[config.mk]
export PLATFORM = sky130hd
export DESIGN_NAME = sirv_gnrl_vrfifo
export DESIGN_NICKNAME = d
export VERILOG_FILES = /design/src/rtl/sirv_gnrl_vrfifo.sv
export SDC_FILE = /design/constraint.sdc
export NUM_CORES = 1
export LEC_CHECK = 0
export CORE_UTILIZATION = 40
export DETAILED_ROUTE_END_ITERATION = 10
export SLEW_MARGIN = 20
export SYNTH_ARGS = -nofsm -noshare
export SYNTH_HDL_FRONTEND = slang
export SYNTH_SLANG_ARGS = --single-unit
[constraint.sdc]
create_clock -name clk -period 6.39 [get_ports clk]
set_clock_uncertainty 0.2 [all_clocks]
set_input_delay 0.9585 -clock clk [delete_from_list [all_inputs] [get_ports clk]]
set_output_delay 0.9585 -clock clk [all_outputs]
set_load 0.1 [all_outputs]
[src/rtl/sirv_gnrl_vrfifo.sv]
// sirv_gnrl_vrfifo: valid/ready FIFO with wrap-bit pointers and unreset storage
module sirv_gnrl_vrfifo #(
    parameter int DW        = 32,
    parameter int DP        = 4,
    parameter bit CUT_READY = 1'b0
) (
    input  logic                   clk,
    input  logic                   rst_n,
    input  logic                   i_vld,
    output logic                   i_rdy,
    input  logic [DW-1:0]          i_dat,
    output logic                   o_vld,
    input  logic                   o_rdy,
    output logic [DW-1:0]          o_dat,
    output logic [$clog2(DP):0]    cnt
);
    localparam int AW = $clog2(DP);

    logic [AW:0]   wptr, rptr;
    logic [DW-1:0] mem [DP];
    logic          empty, full, wen, ren;

    assign empty = wptr == rptr;
    assign full  = (wptr[AW-1:0] == rptr[AW-1:0]) && (wptr[AW] != rptr[AW]);
    assign i_rdy = CUT_READY ? !full : (!full || o_rdy);
    assign o_vld = !empty;
    assign wen   = i_vld && i_rdy;
    assign ren   = o_vld && o_rdy;
    assign o_dat = mem[rptr[AW-1:0]];
    assign cnt   = wptr - rptr;

    // pointers advance on their handshake and wrap through the extra bit
    always_ff @(posedge clk or negedge rst_n) begin
        if (!rst_n) begin
            wptr <= '0;
            rptr <= '0;
        end else begin
            if (wen) wptr <= wptr + (AW+1)'(1);
            if (ren) rptr <= rptr + (AW+1)'(1);
        end
    end

    // storage is load-enable only, contents survive reset
    always_ff @(posedge clk) begin
        if (wen) mem[wptr[AW-1:0]] <= i_dat;
    end
endmodule

==> results.md <==
* H-tree level count at 4
* Vias in the first global route at 2460
* Fin cells at 478
* Synth top area cells: edfxtp_1, mux4_2, dfrtp_1
* DRT iter0 DRCs at 151
* Unrepaired setup endpoints after global routing: no
* Core Util, Final at 53.80%
* Worst Path Max Fanout at 36
* DR vias at 2299
* Distinct cell type count after synthesis at 23
* Post-Syn Area per Cell at 23.80 sq um
* Post-DRT Antenna Nets at 0
* Setup CP Type: flop to output pin
* WP data required at 5.23 ns
* Yosys warns at 0
* Final HPWL DP at 4929 um
* First-pass GRT wire length at 13110 um
* Port Buffers at 72
* Root buf cell: clkbuf_16
* Post-Route WL at 8564 um
* DRC at 0
* Die Y at 114.6 um
* Clk buf depth at 2
* Drt via density at 4.810
* DR WL/cell at 17.92 um
* Ant. Diodes at 0
* Final Slew Violations at 0
* Hold_buf cts at 0
* Post CTS Setup Buffer Count at 0
* Die width at 114.6 um
* Critical-path cell list: inv_1 > ha_1 > nand3b_1 > or2_2 > clkdlybuf4s50_1
* Clock latency on the worst-skew pair at 0.40 ns
* Final period util at 69.76%
* Layout Nets at 341
* FF+latch count, synth at 134
* CTS tree: done
* Maximum Capacitance Violations at 0
* GRT overflow at 0
* Initial core utilization at 41.68%
* CP Launch Type: flop
* Endpoints failing hold at 0
* Number of cell rows at 40
* Largest area contributor in the netlist: edfxtp_1
* Share of layout cells above drive strength 1 at 22.58%
* Total CTS buffers at 17
* CP max stage cell: clkdlybuf4s50_1
* Mapped Area at 0.005069 sq mm
* All-layer global routing usage at 14.30%
* Placed Instances at 446
* Layout area overhead at 29.08%
* Core area at 0.01216 sq mm
* Fill cells at 959
* IO Count at 73
* Outcome: finished clean
* Gates resized, CTS repair at 0
* Net count after synthesis at 257
* Yosys top cell area share at 75.83%
* Crit. End Element: output pin
* Crit-path max cell delay at 0.98 ns
* Pre-Repair DR Iteration Count at 4
* Slew @ Worst Pin at 0.9752 ns
* Worst min path class: flop to flop
* # setup viols final at 0
* Register area share after synthesis at 78.80%
* Clock sinks at 134
* Min Clock Period, post-route at 4.458 ns
* Initial antenna violation count at 0
* Sum Neg Setup Slack at 0 ns
* Largest net degree at the start of global routing at 37
* WP data arrival at 3.30 ns
* Register clock-pin slew on the reported worst setup and hold paths at 0.06 ns
* Slew headroom at 34.78%
* RD Place Congestion at 0.7606
* Highest clock rate at 224.3 MHz
* Die area at 0.01313 sq mm
* Syn Inst Count at 213
state kept, by name (all words and copies together), names as in the netlist:
name,flops
wptr,3
rptr,3
mem,128
through the flow:
stage               area (sq um)  setup slack (ns)  hold slack (ns)
finish                      6543             1.932           0.3406
global route                6543             1.719           0.3569
floorplan                   5069             2.605           0.2980
global placement            5971             2.312           0.3193
CTS                         6543             1.871           0.3376
detailed placement          5971             2.296           0.3252
synth_stat cells:
cell type and instances:
mux2_4 1, mux4_2 32, mux2_2 2, clkbuf_1 2, buf_1 1, fa_1 1
o21ai_0 2, nand2_1 5, xnor2_2 1, and3_1 4, dfrtp_1 6, or2_2 1
nand3b_1 1, buf_2 2, buf_4 3, ha_1 7, inv_1 7, xnor2_1 3
o21ai_1 1, edfxtp_1 128, mux2i_1 1, a31o_1 1, nand3_1 1
layer usage:
metal  up-vias  global-route usage (%)  share of wire (%)
met2        57                   22.55                 49
met5         -                       0                  0
met3        11                   4.553                4.8
li1       1055                       -                  -
met1      1176                   18.31                 45
met4         0                   6.234                1.2
logic make-up after synthesis:
kind of cell / synth area share (%)
muxes: 15.16
AOI/OAI and AO/OA: 0.4690
DFF: 78.80
and+or+nand+nor: 1.234
buffers and inverters: 1.382
adders and majority gates: 2.123
xor gates and xnor gates: 0.8395
placed cells by master (no fill, tap or decap):
cell type and count:
a31o_1 1, and3_2 4, buf_4 1, bufinv_16 3, clkbuf_1 3, clkbuf_16 17, clkdlybuf4s50_1 72, clkinv_1 3
clkinv_2 5, clkinv_4 1, dfrtp_1 4, dfrtp_2 2, edfxtp_1 128, fa_1 1, ha_1 7, inv_1 7
mux2_2 2, mux2_4 1, mux2i_1 1, mux4_2 32, nand2_1 5, nand3_1 1, nand3b_1 1, o21ai_0 2
o21ai_1 1, or2_2 1, xnor2_1 3, xnor2_2 1
worst paths after layout:
| kind | start | slack, ns | cells after the start | to |
|---|---|---|---|---|
| min reg2reg | wptr[0] | 0.34 | 1 | wptr[0] |
| max | rptr[1] | 1.93 | 5 | i_rdy |
| min | wptr[0] | 0.34 | 1 | wptr[0] |
| min in group asynchronous | rst_n | 0.61 | 1 | wptr[0] |
| max in group asynchronous | rst_n | 5.11 | 1 | rptr[1] |
| max reg2reg | rptr[1] | 3.28 | 5 | mem[0][8] |
final cells by class:
type / count / area [sq um] / area share (%)
flip-flops and latches: 134 / 3996 / 61.08
multi-input cells: 64 / 1010 / 15.43
repair buffers: 73 / 728.2 / 11.13
clock buffers: 20 / 436.7 / 6.674
well taps: 168 / 210.2 / 3.213
clock inverters: 12 / 135.1 / 2.065
inverters: 7 / 26.28 / 0.4016
worst max-delay path, delay by kind of cell, from the launching register on:
kind | cells | cell delay (ns)
buffers and inverters | 2 | 1.09
DFF | 1 | 0.94
and+or+nand+nor | 2 | 0.49
adders and majority gates | 1 | 0.37
Power is not shown: default switching activity piles up to over one toggle a cycle in this logic, so the estimate is an artifact.
